==> src/rtl/countdown_setter.sv <==
// countdown_setter: debounced panel keys drive a field-select FSM that edits a BCD h:m:s preset
// and hands it to the countdown via a one-cycle PE strobe, plus a run/pause CE level.
module countdown_setter #(
  parameter logic [19:0] DB_CYCLES  = 20'd500000,
  parameter logic [24:0] RPT_DELAY  = 25'd25000000,
  parameter logic [24:0] RPT_PERIOD = 25'd5000000
) (
  input  logic       CP,
  input  logic       CR_n,
  input  logic       KEY_MODE,
  input  logic       KEY_INC,
  input  logic       KEY_DEC,
  input  logic       KEY_RUN,
  output logic [7:0] D_H,
  output logic [7:0] D_M,
  output logic [7:0] D_S,
  output logic       PE,
  output logic       CE,
  output logic [2:0] SEL
);
  localparam logic [1:0] IDLE = 2'd0, SET_H = 2'd1, SET_M = 2'd2, SET_S = 2'd3;
  logic [3:0] raw, ev;
  logic [1:0] st;
  assign raw = {KEY_RUN, KEY_DEC, KEY_INC, KEY_MODE};
  for (genvar i = 0; i < 4; i++) begin : g_key
    logic s1, s2, lvl, lvl_d, ev_r, rep;
    logic [19:0] cnt;
    always_ff @(posedge CP or negedge CR_n)
      if (!CR_n) begin
        s1    <= 1'b0;
        s2    <= 1'b0;
        lvl   <= 1'b0;
        lvl_d <= 1'b0;
        ev_r  <= 1'b0;
        cnt   <= '0;
      end else begin
        s1    <= raw[i];
        s2    <= s1;
        cnt   <= (s2 == lvl || cnt == DB_CYCLES - 20'd1) ? '0 : cnt + 20'd1;
        lvl   <= (s2 != lvl && cnt == DB_CYCLES - 20'd1) ? s2 : lvl;
        lvl_d <= lvl;
        ev_r  <= lvl & ~lvl_d | rep;
      end
    assign ev[i] = ev_r;
    // only INC and DEC auto-repeat; rph marks that the initial delay has elapsed
    if (i == 1 || i == 2) begin : g_rpt
      logic [24:0] rcnt;
      logic rph;
      assign rep = lvl && rcnt == (rph ? RPT_PERIOD : RPT_DELAY) - 25'd1;
      always_ff @(posedge CP or negedge CR_n)
        if (!CR_n) begin
          rcnt <= '0;
          rph  <= 1'b0;
        end else begin
          rcnt <= (!lvl || rep) ? '0 : rcnt + 25'd1;
          rph  <= lvl & (rph | rep);
        end
    end else begin : g_norpt
      assign rep = 1'b0;
    end
  end
  function automatic logic [7:0] bcd_step(input logic [7:0] v, input logic up, input logic [7:0] top);
    return up ? (v == top ? 8'h00 : v[3:0] == 4'h9 ? {v[7:4] + 4'h1, 4'h0} : v + 8'h01)
              : (v == 8'h00 ? top : v[3:0] == 4'h0 ? {v[7:4] - 4'h1, 4'h9} : v - 8'h01);
  endfunction
  // priority: RUN over MODE over INC/DEC; INC with DEC cancels
  always_ff @(posedge CP or negedge CR_n)
    if (!CR_n) begin
      st  <= IDLE;
      D_H <= 8'h00;
      D_M <= 8'h00;
      D_S <= 8'h00;
      PE  <= 1'b0;
      CE  <= 1'b0;
    end else begin
      PE <= ev[3] && st != IDLE;
      if (ev[3]) begin
        st <= IDLE;
        CE <= (st == IDLE) ? ~CE : CE;
      end else if (ev[0]) begin
        st <= st + 2'd1;
        CE <= (st == IDLE) ? 1'b0 : CE;
      end else if (st != IDLE && (ev[1] ^ ev[2])) begin
        D_H <= (st == SET_H) ? bcd_step(D_H, ev[1], 8'h23) : D_H;
        D_M <= (st == SET_M) ? bcd_step(D_M, ev[1], 8'h59) : D_M;
        D_S <= (st == SET_S) ? bcd_step(D_S, ev[1], 8'h59) : D_S;
      end
    end
  assign SEL = (st == SET_H) ? 3'b100 : (st == SET_M) ? 3'b010 : (st == SET_S) ? 3'b001 : 3'b000;
endmodule
==> config.mk <==
export PLATFORM = sky130hd
export DESIGN_NAME = countdown_setter
export DESIGN_NICKNAME = d
export VERILOG_FILES = /design/src/rtl/countdown_setter.sv
export SDC_FILE = /design/constraint.sdc
export NUM_CORES = 1
export LEC_CHECK = 0
export BUFFER_PORTS_ARGS = -buffer_cell sky130_fd_sc_hd__buf_2
export CAP_MARGIN = 20
export CELL_PAD_IN_SITES_DETAIL_PLACEMENT = 0
export CELL_PAD_IN_SITES_GLOBAL_PLACEMENT = 1
export CORE_ASPECT_RATIO = 0.8
export CORE_MARGIN = 2
export CORE_UTILIZATION = 53
export DETAILED_ROUTE_END_ITERATION = 10
export PLACE_DENSITY = 0.95
export SYNTH_ARGS = -nofsm -noshare
export SYNTH_HDL_FRONTEND = slang
export SYNTH_SLANG_ARGS = --single-unit
==> constraint.sdc <==
create_clock -name CP -period 3.6 [get_ports CP]
set_clock_uncertainty 0.2 [all_clocks]
set_input_delay 0 -clock CP [delete_from_list [all_inputs] [get_ports CP]]
set_output_delay 0 -clock CP [all_outputs]
set_load 0.005 [all_outputs]
==> summary.txt, run 1 <==
Status
  • Outcome: finished, final reports clean

Timing
  • Final worst-path setup slack: approximately 0.8 ns
  • Finish-stage setup viols: 0
  • Worst slew pin tran: ~0.97 ns
  • Post-route setup TNS: 0 ns
  • Ratio of final minimum period to clock period: between 70% and 80%
  • Slew HR: 34.9%
  • RSZ-0062 raised after global routing: false
  • Final hold vios: 0
  • Slew Limit Fails: 0
  • Final min period: around 2.8 ns
  • Max frequency: about 0.36 GHz

Synthesis
  • Ys Warns: 0
  • Async SR Flop Fraction: 100%
  • Post-synth top area share: 47.2%
  • EDFF count, synth: 0
  • Area contributors post-synth: dfrtp_1 47%, xor2_1 7.2%, nor2_1 6.6%
  • Syn nets: about 1100
  • Post-Synthesis Cells: approximately 1000
  • Netlist cell types: 61
  • Synth Register Bits: 180
  • Synth area leader: dfrtp_1
  • Synthesized area: 9540 sq um
  • Seq/Total Area, Yosys: between 40% and 50%
  • Synthesized area per cell: approximately 9.4 sq um
  • Synth Flop Type: dfrtp_1

Setup path
  • Critical path's slowest cell: nand3_1
  • CP max FO: 17
  • CP endpoint kind: flip-flop
  • Internal reg-to-reg setup slack: slightly below 0.8 ns
  • Worst Path Arrival: between 2 and 3 ns
  • Crit path kind: reg -> reg
  • R2r endpoint: D_S[7]$_DFFE_PN0P_
  • Worst EP required: 3.72 ns
  • Crit Reg-Reg Startpoint: st[0]$_DFFE_PN0N_
  • CP Launch Type: flip-flop
  • Critical Path Source: st[0]$_DFFE_PN0N_
  • Worst R2R Path Depth: 6
  • CP max stage delay: ~0.5 ns
  • Worst path cell trace: inv_1, ha_1, nor3_1, nand3_1, or3_1, o311ai_0

Placement
  • HPWL Detailed: between 10 and 15 mm
  • PortBufs: 34
  • GP Congestion: 0.847
  • Pre-CTS setup slack: 0.807 ns

Die
  • Die outline area: about 19000 sq um
  • CORE AREA: about 17000 sq um
  • Die extent in y: approximately 120 um
  • Floorplan row count: between 40 and 50
  • Initial Util: between 50 and 60%
  • Die X: 154 um
  • # IOs: 35

Run
  • Max cap viols: 0

Routing
  • Vias: 7372
  • Vias per inst: ~5.7
  • Starting DRC count in detailed routing: between 500 and 600
  • Pre-antenna DRT Iters: 5
  • Final wirelength: about 19 mm
  • DRC: 0
  • WL/cell: between 15 and 20 um
  • Post-route ant nets: 0

Pwr
  • Static leakage: 4.49 nW
  • Power Density: roughly 380 nW/um^2
  • Peak supply drop: about 0.23 mV

Global route
  • Vias in the first global route: ~7100
  • Largest net degree at the start of global routing: around 120
  • Initial antenna violation count: 0
  • First-pass GRT wire length: 33.7 mm
  • GRT overflow: 0
  • GRT Resource Usage Total: between 20% and 30%

Worst hold path
  • Hold Path Origin: KEY_RUN
  • Hold Path Sink: g_key[3].s1$_DFF_PN0_
  • Worst Hold Depth: 2
  • Hold/Removal Path Class: in -> reg

Finish
  • Nets: around 1100
  • Share of cells above drive strength 1: roughly 8%
  • Diodes inserted: 0
  • Area delta synth->final: 11.1%

CTS
  • CTS buffer count: 17
  • Skew-Pair Late Insertion Delay: 0.43 ns
  • Root Driver: clkbuf_16
  • Hold buffers post-CTS: 7
  • Clk slew on worst S/H paths: approximately 0.07 ns
  • Maximum buffer depth of the clock tree: 2
  • Postcts setup bufs: 0
  • CTS tree: built
  • Resized Gates After CTS: 0
  • Clock sinks: between 150 and 200
  • Htree depth: 4
[cell usage in the layout (no fill, tap or decap), types with 6 or more instances in the layout]
master / netlist / layout
dfrtp_1: 180 / 180
nor2_1: 168 / 168
xor2_1: 78 / 78
nand3_1: 71 / 71
nand2_1: 62 / 62
xnor2_1: 47 / 47
o21ai_0: 44 / 44
nand4_1: 37 / 37
ha_1: 35 / 35
buf_2: 1 / 33
inv_1: 31 / 31
nor3_1: 31 / 31
and3_1: 27 / 27
a21oi_1: 21 / 21
nor4_1: 17 / 17
clkbuf_16: 0 / 17
or3_1: 9 / 9
and4_1: 8 / 8
nor2b_1: 7 / 7
a31oi_1: 7 / 7
dlygate4sd3_1: 0 / 7
nor4b_1: 6 / 6
or4_1: 6 / 6
buf_4: 0 / 6
[registers in the layout (all words and copies together) (netlist names)]
| register | flops |
|---|---|
| g_key.s1 | 4 |
| D_M | 8 |
| CE | 1 |
| st | 2 |
| g_key.ev_r | 4 |
| g_key.g_rpt.rph | 2 |
| D_S | 8 |
| g_key.lvl_d | 4 |
| g_key.s2 | 4 |
| g_key.lvl | 4 |
| g_key.cnt | 80 |
| g_key.g_rpt.rcnt | 50 |
| D_H | 8 |
| PE | 1 |
[final cells by class]
class / count / area [sq um]
clock buffers: 19 / 443
clock inverters: 12 / 174
fillers: 1472 / 6890
inverters: 31 / 116
flip-flops and latches: 180 / 4500
repair buffers: 47 / 294
multi-input cells: 770 / 4780
well taps: 225 / 282
[cells in the mapped netlist (3+ instances only)]
| library cell | n |
|---|---|
| dfrtp_1 | 180 |
| nor2_1 | 168 |
| xor2_1 | 78 |
| nand3_1 | 71 |
| nand2_1 | 62 |
| xnor2_1 | 47 |
| o21ai_0 | 44 |
| nand4_1 | 37 |
| ha_1 | 35 |
| inv_1 | 31 |
| nor3_1 | 31 |
| and3_1 | 27 |
| clkbuf_1 | 27 |
| a21oi_1 | 21 |
| nor4_1 | 17 |
| or3_1 | 9 |
| and4_1 | 8 |
| a31oi_1 | 7 |
| nor2b_1 | 7 |
| nor4b_1 | 6 |
| or4_1 | 6 |
| a21boi_0 | 5 |
| mux2_2 | 5 |
| nand4b_1 | 5 |
| o211ai_1 | 5 |
| o22ai_1 | 5 |
| or2_2 | 5 |
| a211oi_1 | 4 |
| nand2b_1 | 4 |
| nand3b_1 | 4 |
| a22o_1 | 3 |
| a311oi_1 | 3 |
| mux2i_1 | 3 |
| nor3b_1 | 3 |
| o31ai_1 | 3 |
[critical path, delay by kind of cell (launching register included)]
kind | cells | cell delay [ns]
AND/OR/NAND/NOR | 3 | 1.40
buffers and inverters | 1 | 0.11
adder cells (fa/ha/maj) | 1 | 0.24
flip-flops | 1 | 0.44
AO/OA/AOI/OAI | 1 | 0.31
[through the flow]
stage               std cells  cell area [sq um]  total power [mW]  util (%)  hold WS, ns
CTS                      1284              10600              4.12      60.6      0.00505
global route             1284              10600              4.21      60.6       0.0132
detailed placement       1246               9910              2.17      56.7      -0.0907
floorplan                1012               9540              2.12         -       -0.496
global placement         1246               9910              2.17      56.7      -0.0917
finish                   1284              10600              4.08      60.6      0.00682
[worst max-delay path by stage]
stage / to / slack (ns) / depth (start not counted)
finish: D_S[7]$_DFFE_PN0P_ / 0.79 / 6
global route: D_S[7]$_DFFE_PN0P_ / 0.55 / 6
CTS: D_S[7]$_DFFE_PN0P_ / 0.80 / 6
detailed placement: D_S[7]$_DFFE_PN0P_ / 0.81 / 6
global placement: D_S[7]$_DFFE_PN0P_ / 0.95 / 6
floorplan: D_M[7]$_DFFE_PN0P_ / 1.23 / 8
[metal layers]
metal / routed length (um) / global-route usage, %
met3: 787 / 4.28
met2: 8680 / 34.5
met1: 9710 / 31.1
met4: 176 / 5.37
met5: 0 / 0
[cells by family (layout without fill, tap and decap cells)]
group           count (synthesis)  after routing  synth area share [%]
xor+xnor                      125            125                  11.5
simple gates                  478            478                  24.9
compound gates                124            124                  8.33
fa+ha+maj                      35             35                  4.59
mux                             8              8                 0.905
buf+inv                        62            109                  2.61
flops                         180            180                  47.2
[power breakdown]
group / switching (mW) / internal, mW / total [mW] / leakage (nW)
Sequential: 0.0144 / 2.04 / 2.05 / 2.49
Clock: 0.819 / 1.12 / 1.94 / 0.299
Combinational: 0.0629 / 0.0228 / 0.0857 / 1.71
No activity file was read; power rests on OpenSTA's default activity.
==> run 2, diff against run 1 <==
--- a/config.mk
+++ b/config.mk
@@ -5,15 +5,16 @@
 export SDC_FILE = /design/constraint.sdc
 export NUM_CORES = 1
 export LEC_CHECK = 0
+export ABC_AREA = 1
 export BUFFER_PORTS_ARGS = -buffer_cell sky130_fd_sc_hd__buf_2
 export CAP_MARGIN = 20
 export CELL_PAD_IN_SITES_DETAIL_PLACEMENT = 0
 export CELL_PAD_IN_SITES_GLOBAL_PLACEMENT = 1
 export CORE_ASPECT_RATIO = 0.8
 export CORE_MARGIN = 2
-export CORE_UTILIZATION = 53
+export CORE_UTILIZATION = 42
 export DETAILED_ROUTE_END_ITERATION = 10
-export PLACE_DENSITY = 0.95
+export PLACE_DENSITY = 0.86
 export SYNTH_ARGS = -nofsm -noshare
 export SYNTH_HDL_FRONTEND = slang
 export SYNTH_SLANG_ARGS = --single-unit
==> constraint.sdc (replaced) <==
create_clock -name CP -period 2.57 [get_ports CP]
set_clock_uncertainty 0.2 [all_clocks]
set_input_delay 0 -clock CP [delete_from_list [all_inputs] [get_ports CP]]
set_output_delay 0 -clock CP [all_outputs]
set_load 0.005 [all_outputs]
==> run 2 against run 1 <==
Setup slack lost 0.31 ns. Sequential cell count is the same. Global-route usage shrank 3.3 points. Clock power grew 27%. First-iteration DRC count grew 14%. Register-to-register slack lost 0.31 ns. Critical endpoint is now D_M[0]$_DFFE_PN0P_. Largest cell class unchanged. Largest power group unchanged.
==> summary.txt, run 2 <==
Finish
  • Nets: approximately 1500
  • Most flop-heavy register: g_key.cnt
  • Max reg flops: 80
  • Most frequent cells in the layout: 341 x nand2_1, 290 x nor2_1, 180 x dfrtp_1
  • Share of cells above drive strength 1: about 7.9%
  • Non-filler cells, final: approximately 1800
  • Core Util, Final: between 40 and 50%
  • Commonest non-fill, non-tap cell in the layout: nand2_1
  • Area delta synth->final: 11.3%
  • Top Registers: g_key.cnt x80, g_key.g_rpt.rcnt x50
  • Diodes inserted: 0

Synthesis
  • Syn nets: about 1500
  • Post-synth top area share: between 40 and 50%
  • Synth area leader: dfrtp_1
  • Async SR Flop Fraction: 100%
  • Seq/Total Area, Yosys: a little over two fifths
  • Ys Warns: 0
  • Synthesized area per cell: about 7.4 sq um
  • Leading cell types by count after synthesis: 341 x nand2_1, 290 x nor2_1, 180 x dfrtp_1
  • EDFF count, synth: 0
  • Most frequent cell after synthesis: nand2_1
  • Area contributors post-synth: dfrtp_1 42%, nand2_1 12%, nor2_1 10%
  • Synth Register Bits: 180
  • Post-Synthesis Cells: about 1400
  • Synthesized area: between 10000 and 15000 sq um
  • Netlist cell types: 38
  • Synth Flop Type: dfrtp_1

Status
  • Outcome: finished, final reports clean

Routing
  • Final wirelength: 23.2 mm
  • Vias: 9179
  • Vias per inst: roughly 5
  • Pre-antenna DRT Iters: 5
  • WL/cell: about 13 um
  • DRC: 0
  • Starting DRC count in detailed routing: around 670
  • Post-route ant nets: 0

Global route
  • GRT overflow: 0
  • Largest net degree at the start of global routing: 65
  • Vias in the first global route: roughly 8600
  • First-pass GRT wire length: ~41 mm
  • GRT Resource Usage Total: between 10% and 20%
  • Initial antenna violation count: 0

CTS
  • Postcts setup bufs: 0
  • Htree depth: 4
  • CTS buffer count: 17
  • Clock sinks: 180
  • Root Driver: clkbuf_16
  • Clk slew on worst S/H paths: 0.07 ns
  • Maximum buffer depth of the clock tree: 2
  • Skew-Pair Late Insertion Delay: between 0.4 and 0.5 ns
  • CTS tree: built
  • Resized Gates After CTS: 0

Die
  • Die outline area: about 27000 sq um
  • Die X: approximately 180 um
  • # IOs: 35
  • Floorplan row count: between 50 and 60
  • CORE AREA: 25100 sq um
  • Initial Util: a little over two fifths
  • Die extent in y: 147 um

Pwr
  • Peak supply drop: 0.415 mV
  • Power Density: 461 nW/um^2
  • Static leakage: about 5.2 nW

Run
  • Max cap viols: 0

Placement
  • GP Congestion: approximately 0.86
  • DP Cell Count: 1797
  • HPWL Detailed: ~17 mm
  • PortBufs: 34

Worst hold path
  • Hold/Removal Path Class: reg -> reg

Timing
  • Post-route setup TNS: 0 ns
  • Slew Limit Fails: 0
  • Ratio of final minimum period to clock period: 81.3%
  • Final min period: ~2.1 ns
  • Max frequency: between 0.4 and 0.5 GHz
  • Hold slack: 0.150 ns
  • Worst slew pin tran: 0.547 ns
  • Final hold vios: 0
  • RSZ-0062 raised after global routing: false
  • Finish-stage setup viols: 0
  • Slew HR: between 60% and 70%

Setup path
  • Worst EP required: approximately 2.7 ns
  • CP Launch Type: flip-flop
  • CP max FO: 12
  • Critical path's slowest cell: dfrtp_1
  • Internal reg-to-reg setup slack: around 0.48 ns
  • CP endpoint kind: flip-flop
  • Worst path cell trace: inv_1, ha_1, nor2_1, o21ai_0, nor2_1, buf_4, inv_1, a21oi_1, o21ai_0
  • Crit path kind: reg -> reg
  • Worst Path Arrival: between 2 and 2.5 ns
  • CP max stage delay: approximately 0.4 ns
## run 2: through the flow
| stage | area [sq um] | total power, mW | worst slack, ns |
|---|---|---|---|
| 2_1_floorplan | 10700 | 2.97 | 0.823 |
| 3_3_place_gp | 11200 | 3.06 | 0.552 |
| 3_5_place_dp | 11200 | 3.06 | 0.495 |
| 4_1_cts | 11900 | 5.56 | 0.491 |
| 5_1_grt | 11900 | 5.70 | 0.247 |
| 6_report | 11900 | 5.48 | 0.481 |
## run 2: critical path: cells and delay by family (launching register included)
family | cells | cell delay, ns
flops | 1 | 0.40
simple gates | 2 | 0.25
compound gates | 3 | 0.41
buf+inv | 3 | 0.44
fa+ha+maj | 1 | 0.26
## run 2: kinds of logic (layout without fill, tap and decap cells)
group	after synthesis	after routing	synth area share, %
xor+xnor	65	65	5.33
simple gates	894	894	36.6
buf+inv	182	248	7.04
compound gates	93	93	4.78
fa+ha+maj	35	35	4.10
flops	180	180	42.2
## run 2: what timing repair did
action,CTS,global route
endpoints found under the hold margin,184,1
hold buffers,9,1
setup endpoints to repair,0,0
## run 2: path summary, 6_finish.rpt
check	from	endpoint	cells past startpoint
min in group asynchronous	CR_n	g_key[2].cnt[10]$_DFF_PN0_	3
max	st[0]$_DFFE_PN0N_	D_M[0]$_DFFE_PN0P_	9
max reg2reg	st[0]$_DFFE_PN0N_	D_M[0]$_DFFE_PN0P_	9
max in group asynchronous	CR_n	D_H[2]$_DFFE_PN0P_	4
min	g_key[3].s1$_DFF_PN0_	g_key[3].s2$_DFF_PN0_	0
min reg2reg	g_key[3].s1$_DFF_PN0_	g_key[3].s2$_DFF_PN0_	0
## run 2: final cells by class
type                            instances  area, sq um
Clock buffer                           20          457
Clock inverter                         12         96.3
Fill cell                            2509        13200
Inverter                              160          601
Multi-Input combinational cell       1087         5420
Sequential cell                       180         4500
Tap cell                              324          405
Timing Repair Buffer                   56          394
## run 2: metal layers
layer	share of wire, %	GRT usage, %	up-vias
met4	0.80	4.15	0
met3	3.9	3.52	11
met1	53	27.7	4243
met2	43	27.6	170
met5	0	0	-
li1	-	-	4755
## run 2: where the power goes
group          switching (mW)  total, mW  internal, mW
registers              0.0180       2.87          2.85
logic                  0.0969      0.137        0.0401
clock network            1.16       2.47          1.31
